## src/rtl/cache_refill_ctrl.sv

```systemverilog
// Miss/refill sequencer between the cache array and a single-port RAM; also forwards write-throughs.
// Build option: define CACHE_CRITICAL_WORD_FIRST_EN to fetch the missed word first and wrap.
module cache_refill_ctrl #(
    parameter int unsigned RAM_ADDRESS_BITS = 10,
    parameter int unsigned DATA_WIDTH       = 32,
    parameter int unsigned BLOCK_BITS       = 2
) (
    input  logic                        clk,
    input  logic                        reset_n,
    input  logic                        miss,
    input  logic [RAM_ADDRESS_BITS-1:0] miss_address,
    input  logic                        wr_valid,
    input  logic [RAM_ADDRESS_BITS-1:0] wr_address,
    input  logic [DATA_WIDTH-1:0]       wr_data,
    output logic                        wr_ready,
    output logic                        ram_req,
    output logic                        ram_we,
    output logic [RAM_ADDRESS_BITS-1:0] ram_addr,
    output logic [DATA_WIDTH-1:0]       ram_wdata,
    input  logic                        ram_ack,
    input  logic [DATA_WIDTH-1:0]       ram_rdata,
    output logic                        fill_en,
    output logic [RAM_ADDRESS_BITS-1:0] fill_addr,
    output logic [DATA_WIDTH-1:0]       fill_data,
    output logic                        busy,
    output logic                        done
);

    localparam logic [BLOCK_BITS-1:0] LastCount = '1;

    typedef enum logic [1:0] {StIdle, StWr, StRd, StFinish} state_e;

    state_e                      state_q, state_d;
    logic [BLOCK_BITS-1:0]       count_q, count_d;
    logic                        wr_ready_q, wr_ready_d;
    logic                        ram_req_q, ram_req_d;
    logic                        ram_we_q, ram_we_d;
    logic [RAM_ADDRESS_BITS-1:0] ram_addr_q, ram_addr_d;
    logic [DATA_WIDTH-1:0]       ram_wdata_q, ram_wdata_d;
    logic                        fill_en_q, fill_en_d;
    logic [RAM_ADDRESS_BITS-1:0] fill_addr_q, fill_addr_d;
    logic [DATA_WIDTH-1:0]       fill_data_q, fill_data_d;
    logic                        busy_q, busy_d;
    logic                        done_q, done_d;

    logic                        take_wr;
    logic                        take_miss;
    logic                        accept_miss;
    logic [BLOCK_BITS-1:0]       next_count;
    logic [BLOCK_BITS-1:0]       start_offset;
    logic [BLOCK_BITS-1:0]       next_offset;

    // A request is still visible in the cycle its completion pulse is out; don't re-take it.
    assign take_wr     = wr_valid && !wr_ready_q;
    assign take_miss   = miss && !done_q;
    assign accept_miss = (state_q == StIdle) && !take_wr && take_miss;
    assign next_count  = count_q + 1'b1;

`ifdef CACHE_CRITICAL_WORD_FIRST_EN
    logic [BLOCK_BITS-1:0] first_q;

    always_ff @(posedge clk or negedge reset_n) begin
        if (!reset_n) begin
            first_q <= '0;
        end else if (accept_miss) begin
            first_q <= miss_address[BLOCK_BITS-1:0];
        end
    end

    // Offset arithmetic is BLOCK_BITS wide, so the order wraps inside the block.
    assign start_offset = miss_address[BLOCK_BITS-1:0];
    assign next_offset  = first_q + next_count;
`else
    // Ascending order always starts at offset 0; the requested word position is not used.
    assign start_offset = miss_address[BLOCK_BITS-1:0] & {BLOCK_BITS{1'b0}};
    assign next_offset  = next_count;
`endif

    always_ff @(posedge clk or negedge reset_n) begin
        if (!reset_n) begin
            state_q     <= StIdle;
            count_q     <= '0;
            wr_ready_q  <= 1'b0;
            ram_req_q   <= 1'b0;
            ram_we_q    <= 1'b0;
            ram_addr_q  <= '0;
            ram_wdata_q <= '0;
            fill_en_q   <= 1'b0;
            fill_addr_q <= '0;
            fill_data_q <= '0;
            busy_q      <= 1'b0;
            done_q      <= 1'b0;
        end else begin
            state_q     <= state_d;
            count_q     <= count_d;
            wr_ready_q  <= wr_ready_d;
            ram_req_q   <= ram_req_d;
            ram_we_q    <= ram_we_d;
            ram_addr_q  <= ram_addr_d;
            ram_wdata_q <= ram_wdata_d;
            fill_en_q   <= fill_en_d;
            fill_addr_q <= fill_addr_d;
            fill_data_q <= fill_data_d;
            busy_q      <= busy_d;
            done_q      <= done_d;
        end
    end

    always_comb begin
        state_d = state_q;
        unique case (state_q)
            StIdle: begin
                if (take_wr) begin
                    state_d = StWr;
                end else if (take_miss) begin
                    state_d = StRd;
                end
            end
            StWr: begin
                if (ram_ack) begin
                    state_d = StIdle;
                end
            end
            StRd: begin
                if (ram_ack && (count_q == LastCount)) begin
                    state_d = StFinish;
                end
            end
            StFinish: state_d = StIdle;
            default:  state_d = StIdle;
        endcase
    end

    always_comb begin
        count_d     = count_q;
        wr_ready_d  = 1'b0;
        ram_req_d   = ram_req_q;
        ram_we_d    = ram_we_q;
        ram_addr_d  = ram_addr_q;
        ram_wdata_d = ram_wdata_q;
        fill_en_d   = 1'b0;
        fill_addr_d = fill_addr_q;
        fill_data_d = fill_data_q;
        done_d      = 1'b0;
        busy_d      = (state_d != StIdle);
        unique case (state_q)
            StIdle: begin
                if (take_wr) begin
                    ram_req_d   = 1'b1;
                    ram_we_d    = 1'b1;
                    ram_addr_d  = wr_address;
                    ram_wdata_d = wr_data;
                end else if (take_miss) begin
                    ram_req_d  = 1'b1;
                    ram_we_d   = 1'b0;
                    ram_addr_d = {miss_address[RAM_ADDRESS_BITS-1:BLOCK_BITS], start_offset};
                    count_d    = '0;
                end
            end
            StWr: begin
                if (ram_ack) begin
                    ram_req_d  = 1'b0;
                    ram_we_d   = 1'b0;
                    wr_ready_d = 1'b1;
                end
            end
            StRd: begin
                if (ram_ack) begin
                    fill_en_d   = 1'b1;
                    fill_addr_d = ram_addr_q;
                    fill_data_d = ram_rdata;
                    if (count_q == LastCount) begin
                        ram_req_d = 1'b0;
                    end else begin
                        // Next word issued immediately; tag/index bits are kept from the base.
                        count_d    = next_count;
                        ram_addr_d = {ram_addr_q[RAM_ADDRESS_BITS-1:BLOCK_BITS], next_offset};
                    end
                end
            end
            StFinish: done_d = 1'b1;
            default: ;
        endcase
    end

    assign wr_ready  = wr_ready_q;
    assign ram_req   = ram_req_q;
    assign ram_we    = ram_we_q;
    assign ram_addr  = ram_addr_q;
    assign ram_wdata = ram_wdata_q;
    assign fill_en   = fill_en_q;
    assign fill_addr = fill_addr_q;
    assign fill_data = fill_data_q;
    assign busy      = busy_q;
    assign done      = done_q;

    // An outstanding RAM request must not move until it is acknowledged.
    req_hold_a: assert property (@(posedge clk) disable iff (!reset_n)
        (ram_req_q && !ram_ack) |=> (ram_req_q && $stable(ram_addr_q) && $stable(ram_we_q)));

    done_idle_a: assert property (@(posedge clk) disable iff (!reset_n)
        done_q |-> !busy_q);

endmodule

```

## config.mk

```make
export PLATFORM = sky130hd
export DESIGN_NAME = cache_refill_ctrl
export DESIGN_NICKNAME = d
export VERILOG_FILES = /design/src/rtl/cache_refill_ctrl.sv
export SDC_FILE = /design/constraint.sdc
export NUM_CORES = 1
export LEC_CHECK = 0
export BUFFER_PORTS_ARGS = -buffer_cell sky130_fd_sc_hd__buf_2
export CAP_MARGIN = 20
export CORE_ASPECT_RATIO = 0.6
export CORE_MARGIN = 4
export CORE_UTILIZATION = 50
export DETAILED_ROUTE_END_ITERATION = 8
export PLACE_DENSITY = 0.85
export SYNTH_ARGS = -nofsm -noshare
export SYNTH_HDL_FRONTEND = slang
export SYNTH_SLANG_ARGS = --single-unit
```

## constraint.sdc

```tcl
create_clock -name clk -period 2.7 [get_ports clk]
set_input_delay 0.27 -clock clk [delete_from_list [all_inputs] [get_ports clk]]
set_output_delay 0.27 -clock clk [all_outputs]
set_load 0.01 [all_outputs]
```

==> run summary, run 1 <==
Initial Utilization: 0.518
Post-Route WL: 9.01 mm
Total Die Area: 9050 µm²
final instance area: 5150 µm²
Pins Over Slew Limit: 0
Synth area leader: dfrtp_1
vias per cell: 4.95
Syn Nets: 351
Top Metal Used: met4
clock root buffer: clkbuf_16
TritonCTS clock tree: done
GRT Overall Usage: 0.198
number of remaining DRC errors: 0
CTS Hold Bufs: 1
Cell Area, Synth: 3780 µm²
Critical Path AT: 2120 ps
ranking of synthesized cells by area: dfrtp_1 (62%), mux2_2 (22%), mux2i_1 (2.9%), ha_1 (2.0%), o31ai_1 (1.6%)
HP Class: in2reg
status: finished clean
TNS Setup: 0 ps
placed cells: 531
Yosys top cell area share: 0.623
R2R Path Start: state_q[0]
core area: 7300 µm²
placed cell areas: 4790 µm²
row cnt: 24
DRT antenna net count: 0
worst hold path startpoint: wr_data[2]
Starting DRT DRC Count: 99
layout cell share with drive strength beyond 1: 0.625
Place WS: 823 ps
initial antenna violation count: 0
TritonRoute pass-1 iters: 4
final cell count without fillers: 547
Final Util: 0.705
most frequent cells in the layout: buf_2 (175), dfrtp_1 (94), mux2_2 (75)
I/O Pins: 179
Slew @ Worst Pin: 646 ps
GPL Wtd Cong: 0.827
routed len/inst: 16.5 µm
first-pass GRT wire length: 13.9 mm
Worst-path clk slew: 60 ps
met3 WL: 665 µm
met2 routed WL: 4.55 mm
M1 wire length: 3.72 mm
worst vdd ir: 0.000782 V
final hold vios: 0
startpoint types: flop
#FFs+latches synth: 94
TritonCTS Buffers: 9
Post-Syn Instances: 256
Clock Sinks: 94
Worst EP required: 2910 ps
Setup Viol. Count Final: 0
register area share after synthesis: 0.623
Die Width: 120 µm
synthesis-to-layout area growth: 36.3%
final net count: 534
CTS resizes: 0
DP HPWL: 6.88 mm
vias: 2707
CP Capture Type: flop
fmax: 525 MHz
Ys Warns: 0
# diodes: 0
CTS max path bufs: 2
critical-path maximum fanout: 13
I/O Buffers: 176
worst setup margin: 794 ps
total gr overflow: 0
post-CTS setup buffer count: 0
htree depth: 3
Syn Area/Cell: 14.8 µm²
Max transition margin: 0.569
Worst Setup SP: state_q[0]
Period minus WS final: 1910 ps
DIE HEIGHT: 75.3 µm
Crit Path Category: reg2reg
max cap viols: 0
Netlist cell types: 25
commonest non-fill, non-tap cell in the layout: buf_2
Leak: 2.66 nW
crit share post-route: 0.706
vias in the first global route: 2821
pwr dens: 1230 nW/µm²
RSZ-0062 raised after global routing: false
Final Skew: 7.70 ps
worst skew pair latency: 330 ps
largest net degree at the start of global routing: 50
final cells by class:
type                            count  area, µm²
Clock buffer                       10        239
Clock inverter                      5        106
Fill cell                         530       2150
Inverter                            9       33.8
Multi-Input combinational cell    143       1330
Sequential cell                    94       2350
Tap cell                          104        130
Timing Repair Buffer              182        956
layer usage:
| layer | vias up | global-route usage |
|---|---|---|
| li1 | 1269 | - |
| met1 | 1323 | 0.247 |
| met2 | 106 | 0.343 |
| met3 | 9 | 0.0660 |
| met4 | 0 | 0.0528 |
| met5 | - | 0 |
power breakdown:
part | internal (mW) | switching (mW) | total [mW] | leakage (nW)
combinational | 1.23 | 1.23 | 2.46 | 1.35
sequential | 2.09 | 0.351 | 2.44 | 1.14
clock | 0.928 | 0.497 | 1.42 | 0.165
cell families after synthesis:
kind of cell | Yosys count | synth area share
compound gates | 26 | 0.0480
fa+ha+maj | 6 | 0.0199
buf+inv | 19 | 0.0252
flops | 94 | 0.623
mux | 86 | 0.253
simple gates | 25 | 0.0315
cells in the mapped netlist, drive strengths merged:
master,n
nand2,12
buf,9
and2,1
mux2i,11
a221oi,2
clkbuf,1
nor2,5
o211ai,3
inv,9
a2bb2oi,1
nand2b,1
a21oi,6
o31ai,8
ha,6
mux2,75
nor2b,4
a21o,1
or2,2
o21ai,5
dfrtp,94
per-stage QoR:
step	hold slack, ps	total power [mW]
6_report	171	6.33
5_1_grt	151	6.73
4_1_cts	150	6.42
3_5_place_dp	312	4.96
3_3_place_gp	305	4.80
2_1_floorplan	-25.6	3.89
sequential cells by signal, indices dropped and copies added (netlist names):
| signal | cells |
|---|---|
| done | 1 |
| state_q | 2 |
| fill_en | 1 |
| ram_addr | 10 |
| ram_we | 1 |
| ram_req | 1 |
| fill_addr | 10 |
| count_q | 2 |
| wr_ready | 1 |
| busy | 1 |
| fill_data | 32 |
| ram_wdata | 32 |
path summary, 6_finish.rpt:
kind	depth (start not counted)	endpoint	slack, ps
max	6	count_q[1]	790
min	2	ram_wdata[2]	170
max reg2reg	6	count_q[1]	790
min reg2reg	2	ram_addr[6]	490
max in group asynchronous	3	fill_data[23]	1540
min in group asynchronous	2	fill_data[9]	500
worst max-delay path: stages, from the launching register on:
cell and delay, ps:
dfrtp_1 440, inv_1 150, ha_1 210, nand2_2 220, a2bb2oi_1 210, nor2_1 190, mux2_2 350
Note: power is estimated with default switching activity, not from simulation.
==> run 2, diff against run 1 <==
ABC_AREA = 1   (was not set)
CORE_UTILIZATION = 47   (was 50)
PLACE_DENSITY = 0.8   (was 0.85)
clock period = 1.9 ns   (was 2.7 ns; I/O delays follow)
==> run 2 against run 1 <==
  * Total power is 35% higher
  * Synthesized cell count increased by 79%
  * Global-route usage is 1.6 points higher
  * Sequential share of layout area is 0.55 points lower
  * First-iteration DRC count rose by 120%
  * Die area up 9.3%
  * Hold slack worse by 130 ps
  * Critical path type unchanged
  * Largest cell class unchanged
  * Highest routed layer unchanged
==> run summary, run 2 <==
pwr dens: 1640 nW/µm²
Syn Nets: 554
ranking of synthesized cells by area: dfrtp_1 (60%), nand2_1 (26%), inv_1 (2.2%), ha_1 (1.9%), nand3_1 (1.9%)
# diodes: 0
status: finished clean
Top FF cell, synth: dfrtp_1
worst vdd ir: 0.000913 V
total gr overflow: 0
Critical Path AT: 1970 ps
Ys Warns: 0
startpoint types: flop
Cell Area, Synth: 3910 µm²
crit-path cells: inv_1 -> ha_1 -> nand2_4 -> inv_2 -> nand2_1 -> nand2_1
I/O Buffers: 176
TritonCTS clock tree: done
CTS max path bufs: 2
Synth area leader: dfrtp_1
CP Capture Type: flop
final hold vios: 0
GRT Overall Usage: 0.214
Final Util: 0.653
DRT antenna net count: 0
number of remaining DRC errors: 0
Clock Sinks: 94
Die Width: 126 µm
Total Die Area: 9890 µm²
fmax: 589 MHz
I/O Pins: 179
vias in the first global route: 3404
HP Class: in2reg
most frequent cells in the layout: nand2_1 (266), buf_2 (175), dfrtp_1 (94)
register area share after synthesis: 0.601
htree depth: 3
Netlist cell types: 19
worst skew pair latency: 330 ps
synth cell count leaders: nand2_1 (266), dfrtp_1 (94), inv_1 (23)
DP HPWL: 7.51 mm
Worst-path clk slew: 70 ps
GPL Wtd Cong: 0.849
Final Skew: 3.66 ps
Layout fillers: 664
#FFs+latches synth: 94
final net count: 730
Crit path top cell by count: nand2_1
crit share post-route: 0.893
Initial Utilization: 0.490
Post-Syn Instances: 459
Yosys top cell area share: 0.601
TNS Setup: 0 ps
critical path's slowest cell: dfrtp_1
Setup Viol. Count Final: 0
core area: 7980 µm²
row cnt: 25
CP max stage delay: 430 ps
Top delay family on crit path: buffers and inverters
synthesis-to-layout area growth: 33.2%
Slew @ Worst Pin: 522 ps
commonest non-fill, non-tap cell in the layout: nand2_1
vias per cell: 4.71
Pins Over Slew Limit: 0
Leak: 3.14 nW
Post-Route WL: 10.3 mm
Worst EP required: 2170 ps
Period minus WS final: 1700 ps
Crit Path Category: reg2reg
RSZ-0062 raised after global routing: false
TritonCTS Buffers: 9
TritonRoute pass-1 iters: 4
critical-path maximum fanout: 33
clock root buffer: clkbuf_16
routed len/inst: 13.8 µm
Post-synth EDFFs: 0
largest net degree at the start of global routing: 51
most instantiated library cell after synthesis: nand2_1
Starting DRT DRC Count: 218
DIE HEIGHT: 78.7 µm
Syn Area/Cell: 8.52 µm²
vias: 3523
Worst Path Buf+Inv: 2
Max transition margin: 0.651
Tot Pwr: 8.56 mW
layout cell share with drive strength beyond 1: 0.331
initial antenna violation count: 0
max cap viols: 0
first-pass GRT wire length: 16.8 mm
Async S/R FF share, synth: 1.00
==> run 2: worst min-delay path: cells and delay by family <==
family,cells,cell delay [ps]
buf+inv,1,80
simple gates,2,80
==> run 2: what timing repair did <==
| action | in CTS | in global routing |
|---|---|---|
| hold buffers | 1 | 0 |
| gates resized for setup | 0 | 0 |
| hold endpoints to repair | 13 | 0 |
| endpoints found under the setup margin | 0 | 0 |
| setup buffers | 0 | 0 |
==> run 2: final timing paths <==
| check | start | end | slack (ps) | cells past startpoint |
|---|---|---|---|---|
| max in group asynchronous | reset_n | ram_wdata[22] | 1000 | 3 |
| worst max register to register | state_q[0] | ram_wdata[17] | 200 | 6 |
| worst min-delay path | wr_data[18] | ram_wdata[18] | 50 | 3 |
| min in group asynchronous | reset_n | fill_addr[3] | 250 | 2 |
| worst max-delay path | state_q[0] | ram_wdata[17] | 200 | 6 |
| worst min register to register | ram_wdata[21] | ram_wdata[21] | 480 | 2 |
==> run 2: cell type report <==
| type | count | area, µm² | share of cell area |
|---|---|---|---|
| flip-flops and latches | 94 | 2350 | 0.451 |
| inverters | 28 | 105 | 0.0202 |
| repair buffers | 182 | 968 | 0.186 |
| clock buffers | 9 | 225 | 0.0432 |
| well taps | 108 | 135 | 0.0259 |
| multi-input cells | 320 | 1350 | 0.259 |
| clock inverters | 7 | 73.8 | 0.0142 |
==> run 2: kinds of logic (layout without fill, tap and decap cells) <==
logic type      after synthesis  count (layout)  synth area share
buf+inv                      45             226            0.0534
simple gates                295             295             0.299
compound gates               19              19            0.0272
fa+ha+maj                     6               6            0.0192
flops                        94              94             0.601
==> run 2: metal layers <==
layer | GRT usage | up-vias | part of all wire
li1 | - | 1744 | -
met1 | 0.275 | 1624 | 0.43
met2 | 0.337 | 146 | 0.45
met3 | 0.0931 | 9 | 0.11
met4 | 0.0525 | 0 | 0.0090
met5 | 0 | - | 0
==> run 2: power breakdown <==
group          leakage (nW)  internal [mW]  total, mW  switching [mW]
Sequential             1.18           2.91       3.43           0.515
Combinational          1.81           1.30       3.36            2.06
Clock                 0.146           1.02       1.78           0.758
Total                  3.14           5.23       8.56            3.33
==> run 2: metrics by stage <==
| stage | cell area, µm² | setup WS [ps] | std cells | hold slack [ps] |
|---|---|---|---|---|
| 2_1_floorplan | 3910 | 546 | 459 | -106 |
| 3_3_place_gp | 4900 | 309 | 731 | 58.0 |
| 3_5_place_dp | 4900 | 214 | 731 | 61.0 |
| 4_1_cts | 5210 | 198 | 748 | 31.5 |
| 5_1_grt | 5210 | 29.9 | 748 | 32.4 |
| 6_report | 5210 | 203 | 748 | 45.3 |
==> run 3, diff against run 2 <==
ABC_AREA = not set   (was 1)
CORE_UTILIZATION = 48   (was 47)
CTS_BUF_LIST = sky130_fd_sc_hd__clkbuf_4 sky130_fd_sc_hd__clkbuf_8   (was not set)
PLACE_DENSITY = 0.82   (was 0.8)
==> run 3 against run 2 <==
  * Count of clock-buffer cells in the layout grew 2
  * Hold slack improved by 14 ps
  * Sequential power about the same
  * Die area down 5.0%
  * Clock skew rose by 3.8 ps
  * Combinational power increased by 6%
  * Critical path depth shrank 1
  * Register-to-register slack got worse by 90 ps
  * Total power is 3.7% lower
  * Critical endpoint is now count_q[1]
  * Largest power group is now combinational logic
==> run summary, run 3 (synthesis results as in run 1) <==
status: finished clean
final hold slack: 59.6 ps
CP endpoint: count_q[1]
I/O Pins: 179
layout cell share with drive strength beyond 1: 0.633
GRT Overall Usage: 0.195
Total Die Area: 9400 µm²
register area: 2350 µm²
Worst Setup SP: state_q[0]
Worst EP required: 2140 ps
Layout fillers: 569
Starting DRT DRC Count: 113
crit share post-route: 0.941
worst skew pair latency: 350 ps
pwr dens: 1640 nW/µm²
R2R Path Start: state_q[0]
critical-path maximum fanout: 6
Clock Sinks: 94
row cnt: 24
final instance area: 5040 µm²
startpoint types: flop
TNS Setup: 0 ps
final hold vios: 0
RSZ-0062 raised after global routing: false
Die Width: 123 µm
Setup Viol. Count Final: 0
first-pass GRT wire length: 14.3 mm
final cell count without fillers: 551
CTS max path bufs: 2
GPL Wtd Cong: 0.840
placed cell areas: 4830 µm²
htree depth: 3
vias in the first global route: 2925
Place WS: 72.8 ps
routed len/inst: 16.1 µm
commonest non-fill, non-tap cell in the layout: buf_2
CP Capture Type: flop
R2R Setup Slk: 110 ps
Period minus WS final: 1790 ps
DIE HEIGHT: 76.7 µm
Initial Utilization: 0.507
Worst-path clk slew: 90 ps
total gr overflow: 0
most frequent cells in the layout: buf_2 (175), dfrtp_1 (93), mux2_2 (75)
HP Class: in2reg
worst r2r dst: count_q[1]
Max transition margin: 0.724
largest net degree at the start of global routing: 49
I/O Buffers: 176
Post-Route WL: 8.85 mm
worst r2r path cells: 5
worst vdd ir: 0.000964 V
DRT antenna net count: 0
area of the multi-input gates: 1340 µm²
Crit Path Category: reg2reg
vias: 2708
TritonCTS Buffers: 9
DP HPWL: 6.85 mm
number of remaining DRC errors: 0
# diodes: 0
TritonRoute pass-1 iters: 4
post-CTS setup buffer count: 0
core area: 7450 µm²
Slew @ Worst Pin: 413 ps
placed cells: 534
worst setup margin: 112 ps
fmax: 559 MHz
Critical Path AT: 2030 ps
synthesis-to-layout area growth: 33.5%
Pins Over Slew Limit: 0
TritonCTS clock tree: done
final net count: 537
vias per cell: 4.91
Leak: 2.60 nW
clock root buffer: clkbuf_8
initial antenna violation count: 0
Final Skew: 7.49 ps
max cap viols: 0
run 3: stage by stage:
step / total power [mW] / utilization
6_report: 8.25 / 0.677
2_1_floorplan: 5.53 / -
3_3_place_gp: 6.89 / 0.648
4_1_cts: 8.35 / 0.675
5_1_grt: 8.87 / 0.677
3_5_place_dp: 7.08 / 0.648
run 3: area by class of cell:
type / instances / area share
clock buffer: 11 / 0.0300
timing repair buffer: 185 / 0.196
sequential: 94 / 0.467
tap: 104 / 0.0258
clock inverter: 5 / 0.00819
multi-input combinational: 143 / 0.266
inverter: 9 / 0.00670
run 3: worst max-delay path, cell delays in order, from the launching register on:
cell	delay (ps)
dfrtp_1	450
inv_1	190
ha_1	340
a2bb2oi_1	140
nor2_1	190
mux2_2	350
run 3: how the worst min path moves through the flow:
stage | depth (start not counted) | slack, ps | startpoint | end
final | 2 | 60 | wr_data[18] | ram_wdata[18]
after global placement | 1 | 120 | reset_n | fill_addr[0]
after detailed placement | 1 | 120 | reset_n | ram_addr[0]
after CTS | 2 | 40 | wr_data[18] | ram_wdata[18]
after floorplan | 0 | -110 | reset_n | busy
after global routing | 2 | 30 | wr_data[9] | ram_wdata[9]
run 3: layer usage:
layer | GRT usage | vias up | routed length [µm]
met5 | 0 | - | 0
met4 | 0.0458 | 0 | 126
met3 | 0.0801 | 17 | 872
met2 | 0.319 | 124 | 4210
met1 | 0.241 | 1288 | 3640
li1 | - | 1279 | -
run 3: report_power, final:
group          internal (mW)  switching (mW)  total, mW  leakage [nW]
Combinational           1.80            1.75       3.55          1.37
Sequential              2.97           0.492       3.46          1.14
Clock                  0.556           0.687       1.24        0.0922
run 3: repair_timing:
item	CTS	global route
hold buffers	1	0
resized for setup	0	3
endpoints found under the setup margin	0	4
endpoints found under the hold margin	25	0
